===== src/rtl/layer_mac_scheduler_if.sv =====
// layer_mac_scheduler_if: memory read port and result stream of the layer scheduler
interface layer_mac_scheduler_if #(
  parameter int NUM_IN  = 15,
  parameter int NUM_OUT = 32
);
  localparam int KW = NUM_IN > 1 ? $clog2(NUM_IN) : 1;
  localparam int WW = NUM_IN * NUM_OUT > 1 ? $clog2(NUM_IN * NUM_OUT) : 1;
  localparam int NW = NUM_OUT > 1 ? $clog2(NUM_OUT) : 1;
  logic                 rd_en;
  logic [KW-1:0]        act_addr;
  logic [WW-1:0]        w_addr;
  logic [NW-1:0]        b_addr;
  logic signed [7:0]    act_data;
  logic signed [7:0]    w_data;
  logic signed [7:0]    b_data;
  logic                 out_valid;
  logic                 out_ready;
  logic [NW-1:0]        out_idx;
  logic [7:0]           out_data;
  modport master (
    output rd_en, act_addr, w_addr, b_addr, out_valid, out_idx, out_data,
    input  act_data, w_data, b_data, out_ready
  );
  modport slave (
    input  rd_en, act_addr, w_addr, b_addr, out_valid, out_idx, out_data,
    output act_data, w_data, b_data, out_ready
  );
endinterface


===== src/rtl/layer_mac_scheduler.sv =====
// layer_mac_scheduler: one shared signed 8x8 MAC sequencing a fully-connected ReLU layer
module layer_mac_scheduler #(
  parameter int NUM_IN  = 15,
  parameter int NUM_OUT = 32,
  parameter int ACCW    = 20,
  parameter int SHIFT   = 0
) (
  input  logic clk,
  input  logic reset,
  input  logic start,
  input  logic abort,
  output logic busy,
  output logic done,
  layer_mac_scheduler_if.master m
);
  localparam int KW = NUM_IN > 1 ? $clog2(NUM_IN) : 1;
  localparam int WW = NUM_IN * NUM_OUT > 1 ? $clog2(NUM_IN * NUM_OUT) : 1;
  localparam int NW = NUM_OUT > 1 ? $clog2(NUM_OUT) : 1;
  typedef enum logic [2:0] {IDLE, ISSUE, DRAIN, EMIT, DONE} state_t;
  state_t state, nxt;
  logic [NW-1:0] n;
  logic [KW-1:0] k;
  logic signed [ACCW-1:0] acc, acc_nxt, v;
  logic signed [15:0] prod;
  logic [7:0] sat;
  logic pv, pk0;
  wire last_k = k == KW'(NUM_IN - 1);
  wire last_n = n == NW'(NUM_OUT - 1);
  always_ff @(posedge clk or negedge reset)
    if (!reset) state <= IDLE;
    else state <= nxt;
  always_comb begin
    nxt = state;
    busy = state != IDLE;
    done = state == DONE;
    m.rd_en = state == ISSUE;
    m.out_valid = state == EMIT;
    m.act_addr = k;
    m.b_addr = n;
    m.w_addr = WW'(int'(n) * NUM_IN + int'(k));
    if (abort) nxt = IDLE;
    else
      case (state)
        IDLE:    nxt = start ? ISSUE : IDLE;
        ISSUE:   nxt = last_k ? DRAIN : ISSUE;
        DRAIN:   nxt = EMIT;
        EMIT:    nxt = m.out_ready ? (last_n ? DONE : ISSUE) : EMIT;
        default: nxt = IDLE;
      endcase
  end
  // pk0 marks the first product of a neuron, which is seeded with the bias instead of acc
  assign prod = m.act_data * m.w_data;
  assign acc_nxt = (pk0 ? ACCW'(m.b_data) : acc) + ACCW'(prod);
  assign v = acc_nxt >>> SHIFT;
  assign sat = v[ACCW-1] ? 8'd0 : (v > ACCW'(127) ? 8'd127 : v[7:0]);
  always_ff @(posedge clk or negedge reset)
    if (!reset) begin
      n <= '0;
      k <= '0;
      acc <= '0;
      pv <= 1'b0;
      pk0 <= 1'b0;
      m.out_data <= '0;
      m.out_idx <= '0;
    end else begin
      pv <= m.rd_en && !abort;
      pk0 <= k == '0;
      if (state == IDLE) begin
        n <= '0;
        k <= '0;
        acc <= '0;
      end else begin
        if (pv) acc <= acc_nxt;
        if (state == ISSUE) k <= last_k ? '0 : k + 1'b1;
        if (state == DRAIN) begin
          m.out_data <= sat;
          m.out_idx <= n;
        end
        if (state == EMIT && m.out_ready && !last_n) n <= n + 1'b1;
      end
    end
endmodule


===== src/flat_wrapper.sv =====
// flat-port wrapper written by rule: the top's interface ports become plain ports
module layer_mac_scheduler_flat 
#(
  parameter int NUM_IN  = 15,
  parameter int NUM_OUT = 32,
  parameter int ACCW    = 20,
  parameter int SHIFT   = 0
)
  (clk, reset, start, abort, busy, done, m_rd_en, m_act_addr, m_w_addr, m_b_addr, m_out_valid, m_out_idx, m_out_data, m_act_data, m_w_data, m_b_data, m_out_ready);
  layer_mac_scheduler_if #(.NUM_IN(NUM_IN), .NUM_OUT(NUM_OUT)) m_i ();
  input  logic clk;
  input  logic reset;
  input  logic start;
  input  logic abort;
  output logic busy;
  output logic done;
  output wire logic [$bits(m_i.rd_en)-1:0] m_rd_en;
  output wire logic [$bits(m_i.act_addr)-1:0] m_act_addr;
  output wire logic [$bits(m_i.w_addr)-1:0] m_w_addr;
  output wire logic [$bits(m_i.b_addr)-1:0] m_b_addr;
  output wire logic [$bits(m_i.out_valid)-1:0] m_out_valid;
  output wire logic [$bits(m_i.out_idx)-1:0] m_out_idx;
  output wire logic [$bits(m_i.out_data)-1:0] m_out_data;
  input wire logic [$bits(m_i.act_data)-1:0] m_act_data;
  input wire logic [$bits(m_i.w_data)-1:0] m_w_data;
  input wire logic [$bits(m_i.b_data)-1:0] m_b_data;
  input wire logic [$bits(m_i.out_ready)-1:0] m_out_ready;
  assign m_rd_en = m_i.rd_en;
  assign m_act_addr = m_i.act_addr;
  assign m_w_addr = m_i.w_addr;
  assign m_b_addr = m_i.b_addr;
  assign m_out_valid = m_i.out_valid;
  assign m_out_idx = m_i.out_idx;
  assign m_out_data = m_i.out_data;
  assign m_i.act_data = m_act_data;
  assign m_i.w_data = m_w_data;
  assign m_i.b_data = m_b_data;
  assign m_i.out_ready = m_out_ready;
  layer_mac_scheduler #(.NUM_IN(NUM_IN), .NUM_OUT(NUM_OUT), .ACCW(ACCW), .SHIFT(SHIFT)) u_core (.clk(clk), .reset(reset), .start(start), .abort(abort), .busy(busy), .done(done), .m(m_i));
endmodule

===== config.mk =====
export PLATFORM = sky130hd
export DESIGN_NAME = layer_mac_scheduler_flat
export DESIGN_NICKNAME = d
export VERILOG_FILES = /design/src/rtl/layer_mac_scheduler_if.sv /design/src/rtl/layer_mac_scheduler.sv /design/src/flat_wrapper.sv
export SDC_FILE = /design/constraint.sdc
export NUM_CORES = 1
export LEC_CHECK = 0
export ABC_AREA = 1
export CAP_MARGIN = 20
export CORE_ASPECT_RATIO = 1.1
export CORE_MARGIN = 1
export CORE_UTILIZATION = 55
export DETAILED_ROUTE_END_ITERATION = 6
export PLACE_DENSITY = 0.78
export SYNTH_ARGS = -nofsm -noshare
export SYNTH_HDL_FRONTEND = slang
export SYNTH_SLANG_ARGS = --single-unit

===== constraint.sdc =====
create_clock -name clk -period 5.7 [get_ports clk]
set_input_delay 0.855 -clock clk [delete_from_list [all_inputs] [get_ports clk]]
set_output_delay 0.855 -clock clk [all_outputs]
set_load 0.1 [all_outputs]

Yosys cells after proc, flatten, opt, wreduce, memory -nomap -nowiden
Index checks and enable logic that the tools add are counted.
- flip-flop bits (word level): 47
- multiply operators: 2
- $lt $le $gt $ge: 1
- bitwise logic cells: 1
- reductions and logical operators: 12
- add/sub/neg operators: 4
- eq/ne operators: 6
- mux-type cells: 16
- operators with widths (operator ; count):
    20-bit two-way mux ; 3
    20-bit by 16-bit adder with 20-bit output ; 1
    20-bit by 8-bit > comparator with 1-bit output, second input constant ; 1
    8-bit by 8-bit multiplier with 16-bit output ; 1
    8-bit two-way mux ; 2
    4-bit two-way mux ; 3
    3-bit case mux with 4 select lines ; 1
    5-bit two-way mux ; 2
    9-bit by 5-bit adder with 9-bit output ; 1
    5-bit by 4-bit multiplier with 9-bit output, second input constant ; 1
    3-bit two-way mux ; 3
    3-bit by 2-bit == test with 1-bit output, second input constant ; 2
    2-bit nonzero test ; 3
    5-bit by 1-bit adder with 5-bit output, second input constant ; 1
    5-bit == test, second input constant ; 1
    4-bit by 1-bit adder with 4-bit output, second input constant ; 1
    4-bit == test, second input constant ; 1
    4-bit zero test ; 1
    3-bit by 1-bit == test with 1-bit output, second input constant ; 1
    3-bit == test, second input constant ; 1
    1-bit logical AND ; 3
    3-bit zero test ; 1
    3-bit nonzero test ; 1
    1-bit zero test ; 2
    4 further kinds ; 4

Depth between registers and ports, before layout
Gate-level depths: netlist of the first run.
- word-level depth: 5
- gate-level depth with buffers: 27
- mapped depth without buffers: 27

Worst setup path after synthesis of the first run
OpenSTA, ideal clock, no wires.
- kind: reg2out
- from: register u_core.n[2] (netlist: u_core.m.b_addr[2])
- to: output m_w_addr[8]
- setup slack: -0.442 ns
- stages on the path, launching flop included: 16
- path buffers: 0
- arrival time: 5.287 ns
- cell sequence: dfrtp_1 > fa_1 > inv_1 > fa_1 > fa_1 > inv_1 > ha_1 > a21oi_1 > nand2_1 > a21o_1 > a21oi_1 > inv_1 > a21oi_1 > nor2_1 > nor2_1 > xor2_1
- longest elaborated chain between the ends: 2
- RTL lines (element ; line ; source):
    start, declared ; layer_mac_scheduler.sv:21 ; logic [NW-1:0] n;
    start signal, assigned ; layer_mac_scheduler.sv:79 ; if (state == EMIT && m.out_ready && !last_n) n <= n + 1'b1;
    5-bit by 4-bit multiplier with 9-bit output ; layer_mac_scheduler.sv:40 ; m.w_addr = WW'(int'(n) * NUM_IN + int'(k));
    9-bit by 5-bit adder with 9-bit output ; layer_mac_scheduler.sv:40 ;
    end, declared ; flat_wrapper.sv:19 ; output wire logic [$bits(m_i.w_addr)-1:0] m_w_addr;
No other way between the ends.

Final worst setup path of the first run
- from: input m_b_data[7]
- to: register u_core.m.out_data[3]
- longest elaborated chain between the ends: 5
- RTL lines (element ; line ; source):
    start, declared ; flat_wrapper.sv:26 ; input wire logic [$bits(m_i.b_data)-1:0] m_b_data;
    20-bit two-way mux (*) ; layer_mac_scheduler.sv:53 ; assign acc_nxt = (pk0 ? ACCW'(m.b_data) : acc) + ACCW'(prod);
    20-bit by 16-bit adder with 20-bit output (*) ; layer_mac_scheduler.sv:53 ;
    20-bit by 8-bit > comparator with 1-bit output ; layer_mac_scheduler.sv:55 ; assign sat = v[ACCW-1] ? 8'd0 : (v > ACCW'(127) ? 8'd127 : v[7:0]);
    8-bit two-way mux ; layer_mac_scheduler.sv:55 ;
    8-bit two-way mux (*) ; layer_mac_scheduler.sv:55 ;
    end signal, assigned ; layer_mac_scheduler.sv:76 ; m.out_data <= sat;
    end, declared ; layer_mac_scheduler_if.sv:21 ; output rd_en, act_addr, w_addr, b_addr, out_valid, out_idx, out_data,
Mark *: on every way between the ends. The rest lies on a longest branch, timed or not.
A chain may end at the register's enable or synchronous reset.

==> impl_metrics.ini, run 1 <==
[timing]
fin_setup_tns_ns = 0
timing.final.crit_share_pct = 97.3
max_freq_mhz = 180
period_minus_slack_ns = 5.55
grt_setup_unrepaired = yes
max_slew_margin_pct = 32.0
worst_clock_skew_ns = 0.00435
hold_violations = 0
slew_violations = 0
worstMarginPinSlew_ns = 1.02
finalSetupViolCount = 0
layout_setup_ws_ns = 0.154
holdWs_ns = 0.393

[final_layout]
fillerInstances = 863
diodes = 0
area_delta_synth_final_pct = 25.7
fin_cells = 1079
drive_gt1_share_pct = 17.7
nets = 1125

[clock_network]
clock_latency_ns = 0.28
clock_path_buffers = 2
cts_root_buf = clkbuf_16
cts_tree = yes
clk_pin_slew_ns = 0.06
numCtsBuffers = 5
cts_sinks = 47
cts_max_level = 2

[place]
place_hpwl_mm = 12.6
dp_cells = 1069
dp_slack_ns = -0.486
io_buffer_count = 63
place_congestion = 0.879

[setup_path]
critPathCapture = u_core.m.out_data[3]
r2r_setup_slack_ns = 0.37
reg2reg_depth = 27
crit_path_end_kind = register
r2r_end = u_core.m.out_data[3]
critical_path_class = input port to register
crit_fanout = 7
worst_ep_required_time_ns = 5.88
setup.worst_path.start = m_b_data[7]
arrival_ns = 5.72
r2r-start = u_core.pk0
critPathLaunchType = input port

[routing]
drcViolationCount = 0
avgViaCountPerCell = 5.13
wl_per_cell_um = 14.5
vias = 5533
drt_first_iter_violations = 332
wirelength_mm = 15.7
firstDrtPassIters = 5
ant_nets = 0

[floorplanning]
core_um2 = 11600
design.die.area_um2 = 12600
rows = 41
io_pins = 64
start_util_pct = 57.2
die_w_um = 107
die_h_um = 117

[logic_synthesis]
syn_inst = 811
yosysSeqAreaShare_pct = 17.7
avgSynthCellArea_um2 = 8.21
syn_area_um2 = 6660
ys_ff_latch = 47
postSynthNetCount = 1008
synth_top_area_share_pct = 29.2
async_flop_share_pct = 100
synth-edff-count = 0
yosysMostFrequentCell = inv_1
synth.distinct_cells = 39
synth_top_cell_by_area = fa_1
synth_common_cells = inv_1 (194), nand2_1 (168), fa_1 (97)
yosysWarnings = 0
dominantRegCellSynth = dfrtp_1
yosys-top-cells-area = fa_1 (29%), dfrtp_1 (18%), ha_1 (13%)

[grt]
track_usage_pct = 25.5
grt-ovfl-total = 0
grt_pass1_vias = 5590
antenna_found_initial = 0
grt_pass1_wl_mm = 25.6
grt_max_degree = 48

[hold_path]
holdCritPathClass = input port to asynchronous set/reset pin

[outcome]
outcome = completed

[job]
cap_violations = 0
-- per-stage QoR --
stage	util (%)	instance area, um2
2_1_floorplan	-	6680
3_3_place_gp	68.0	7910
3_5_place_dp	68.0	7910
4_1_cts	69.4	8080
5_1_grt	71.9	8370
6_report	71.9	8370
-- metal layers --
metal  wire length (um)  GRT usage, %  up-vias
met5                  0             0        -
met4                472          9.33        0
met3                461          2.61       37
met2               8410          45.5      131
met1               6310          31.6     2683
li1                   -             -     2682
-- registers in the layout, indices dropped and copies added, names as in the netlist --
signal / count
u_core.pv: 1
u_core.m.b_addr: 5
u_core.m.act_addr: 4
u_core.state: 3
u_core.m.out_data: 8
u_core.m.out_idx: 5
u_core.acc: 20
u_core.pk0: 1
-- critical path: stages --
cell and delay (ns):
clkdlybuf4s50_1 0.48, inv_1 0.10, nand2_4 0.12, o21ai_1 0.11
fa_1 0.50, inv_1 0.05, fa_1 0.47, fa_1 0.52
fa_1 0.52, ha_1 0.33, ha_4 0.30, nand2_1 0.10
nor2_2 0.15, nand3_1 0.12, nand3_1 0.09, nand2_1 0.07
nand2_2 0.07, nand2_1 0.06, nor2_2 0.11, nand4_2 0.10
nor2_4 0.22, nand3_1 0.12, nand2_1 0.07, nand2_1 0.05
-- layout by cell type (no fill, tap or decap), drive strengths merged, types with 3 or more instances in the layout --
master,instances
nor2,42
xor2,10
a21oi,21
nor3,8
dfrtp,47
buf,77
fa,97
nand2,174
clkbuf,6
o22ai,10
inv,196
xnor2,10
dlygate4sd2,3
o21ai,39
a31oi,3
clkdlybuf4s50,40
ha,71
nand4,7
nand3,41
dlymetal6s2s,12
-- worst min-delay path by stage --
| stage | from | to | slack [ns] |
|---|---|---|---|
| 2_1_floorplan | u_core.acc[10] | u_core.acc[10] | 0.47 |
| 3_3_place_gp | u_core.m.out_data[7] | u_core.m.out_data[7] | 0.45 |
| 3_5_place_dp | u_core.m.out_data[7] | u_core.m.out_data[7] | 0.46 |
| 4_1_cts | u_core.m.out_data[7] | u_core.m.out_data[7] | 0.47 |
| 5_1_grt | reset | u_core.acc[0] | 0.40 |
| 6_report | reset | u_core.m.out_data[2] | 0.39 |
-- area by class of cell --
class	instances	area (um2)	share of cell area, %
multi-input cells	544	4940	59.0
clock inverters	3	20.0	0.239
repair buffers	133	1180	14.1
clock buffers	5	125	1.49
well taps	150	188	2.24
flip-flops and latches	47	1180	14.1
inverters	197	741	8.85
-- kinds of logic after synthesis --
family | Yosys count | synth area share [%]
and+or+nand+nor | 275 | 17.7
adders and majority gates | 168 | 42.5
DFF | 47 | 17.7
AOI/OAI and AO/OA | 80 | 6.65
xor gates and xnor gates | 20 | 2.91
buffers and inverters | 221 | 12.6
-- what timing repair did --
action | CTS | global route
pin swaps | 6 | 29
buffers inserted | 0 | 0
cloned | 0 | 1
endpoints found under the setup margin | 8 | 10
hold buffers | 0 | 0
gates resized for setup | 14 | 64
Power of run 1 is not shown: default switching activity piles up to over one toggle a cycle in this logic, so the estimate is an artifact.
==> run 2, diff against run 1 <==
Settings changed: ABC_AREA 1 to 0, CORE_ASPECT_RATIO 1.1 to default.
==> run 2 against run 1 <==
The run now ends with negative setup slack left. Area after synthesis down 3.1%. Global-route usage up 1.9 points. Routed wire length up 6.1%. Register-to-register slack worse by 0.24 ns.
==> impl_metrics.ini, run 2 <==
[timing]
worstMarginPinSlew_ns = 1.04
period_minus_slack_ns = 5.79
layout_setup_ws_ns = -0.0920
timing.final.crit_share_pct = 102
slew_violations = 0
finalSetupViolCount = 7
grt_setup_unrepaired = yes
hold_violations = 0
max_freq_mhz = 173
max_slew_margin_pct = 30.4
worst_clock_skew_ns = 0.00886

[final_layout]
fin_util_pct = 74.0
largest_reg_flops = 20
fin_cells = 955
nets = 1008
area_delta_synth_final_pct = 30.8
most-common-layout-cells = inv_1 (97), buf_4 (97), fa_1 (90)
fin_area_um2 = 8440
regMostFlops = u_core.acc
reg.largest.list = u_core.acc x20, u_core.m.out_data x8
diodes = 0
drive_gt1_share_pct = 26.2

[routing]
avgViaCountPerCell = 5.62
wirelength_mm = 16.6
drt_first_iter_violations = 343
drcViolationCount = 0
vias = 5371
wl_per_cell_um = 17.4
ant_nets = 0
firstDrtPassIters = 4

[setup_path]
critPathLaunchType = input port
r2r_setup_slack_ns = 0.13
r2r_end = u_core.m.out_data[4]
critical_path_class = input port to register
reg2reg_depth = 19
r2r-start = u_core.pk0
crit_path_end_kind = register
arrival_ns = 5.96
crit_fanout = 7
worst_ep_required_time_ns = 5.87

[floorplanning]
rows = 39
core_um2 = 11400
start_util_pct = 56.5
die_w_um = 110
io_pins = 64
design.die.area_um2 = 12200
die_h_um = 110

[clock_network]
ctsHoldBuffers = 0
clock_path_buffers = 2
clock_latency_ns = 0.29
cts_max_level = 2
clk_pin_slew_ns = 0.07
numCtsBuffers = 5
cts_tree = yes
cts_root_buf = clkbuf_16
cts_sinks = 47

[grt]
grt_max_degree = 48
grt_pass1_wl_mm = 25.6
antenna_found_initial = 0
grt-ovfl-total = 0
track_usage_pct = 27.4
grt_pass1_vias = 5587

[place]
dpl_cell_area_um2 = 7890
dp_slack_ns = -0.798
place_hpwl_mm = 12.6
dp_cells = 929
io_buffer_count = 63
place_congestion = 0.900

[logic_synthesis]
async_flop_share_pct = 100
dominantRegCellSynth = dfrtp_1
avgSynthCellArea_um2 = 9.81
syn_area_um2 = 6450
yosysWarnings = 0
synth_top_area_share_pct = 30.1
yosysMostFrequentCell = inv_1
yosysSeqAreaShare_pct = 18.2
synth_top_cell_by_area = fa_1
syn_inst = 658
yosys-top-cells-area = fa_1 (30%), dfrtp_1 (18%), ha_1 (14%)
ys_ff_latch = 47
synth-edff-count = 0
postSynthNetCount = 855
synth.distinct_cells = 51
synth_common_cells = inv_1 (106), fa_1 (97), ha_1 (71)

[hold_path]
holdCritPathClass = input port to asynchronous set/reset pin

[outcome]
violations = negative setup slack
outcome = finished, violations left

[job]
cap_violations = 0
-- run 2: layout make-up --
cell class                      count  area (um2)
Clock inverter                      2        16.3
Inverter                          107         410
Clock buffer                        6         129
Tap cell                          143         179
Fill cell                         734        2970
Multi-Input combinational cell    489        5200
Timing Repair Buffer              161        1330
Sequential cell                    47        1180
-- run 2: what timing repair did --
action,4_1_cts,5_1_grt
buffers inserted,6,12
gates resized for setup,93,60
endpoints found under the setup margin,16,13
gates cloned,0,0
endpoints found under the hold margin,0,0
pin swaps,44,58
-- run 2: how the worst max path moves through the flow --
stage | from | to | slack (ns) | cells past startpoint
global placement | m_w_data[1] | u_core.m.out_data[4] | -0.64 | 19
detailed placement | m_w_data[1] | u_core.m.out_data[3] | -0.80 | 19
floorplan | m_w_data[0] | u_core.m.out_data[1] | -0.10 | 16
CTS | m_act_data[7] | u_core.m.out_data[4] | -0.004 | 18
finish | m_w_data[2] | u_core.m.out_data[4] | -0.09 | 21
global route | m_w_data[2] | u_core.m.out_data[4] | -0.22 | 21
-- run 2: worst max-delay path, cell delays in order --
cell,delay (ns)
buf_2,0.15
nand2_2,0.08
inv_1,0.05
fa_1,0.59
inv_2,0.08
fa_1,0.59
inv_2,0.06
fa_1,0.57
fa_1,0.47
ha_4,0.30
ha_4,0.21
buf_4,0.15
o211ai_1,0.13
nand3b_1,0.16
buf_4,0.17
buf_4,0.15
a41oi_1,0.30
xor2_1,0.32
nand2_2,0.19
nor3_1,0.27
a21oi_2,0.10
-- run 2: kinds of logic after synthesis --
logic type      after synthesis  share of synthesized area [%]
simple gates                177                           13.6
xor+xnor                     27                           3.66
fa+ha+maj                   168                           43.8
compound gates               89                           8.96
mux                          28                           4.36
buf+inv                     122                           7.35
flops                        47                           18.2
-- run 2: per-layer routing --
metal,up-vias,global-route usage (%),wire (um)
li1,2441,-,-
met1,2708,33.4,6490
met2,178,49.5,8900
met3,44,3.12,712
met4,0,10.5,513
met5,-,0,0
-- run 2: stage by stage --
step | setup TNS (ns) | hold slack (ns)
floorplan | -0.720 | 0.480
global placement | -8.38 | 0.466
detailed placement | -10.37 | 0.479
CTS | -0.00927 | 0.490
global route | -1.46 | 0.372
finish | -0.384 | 0.370
Power of run 2 is left out for the same reason.
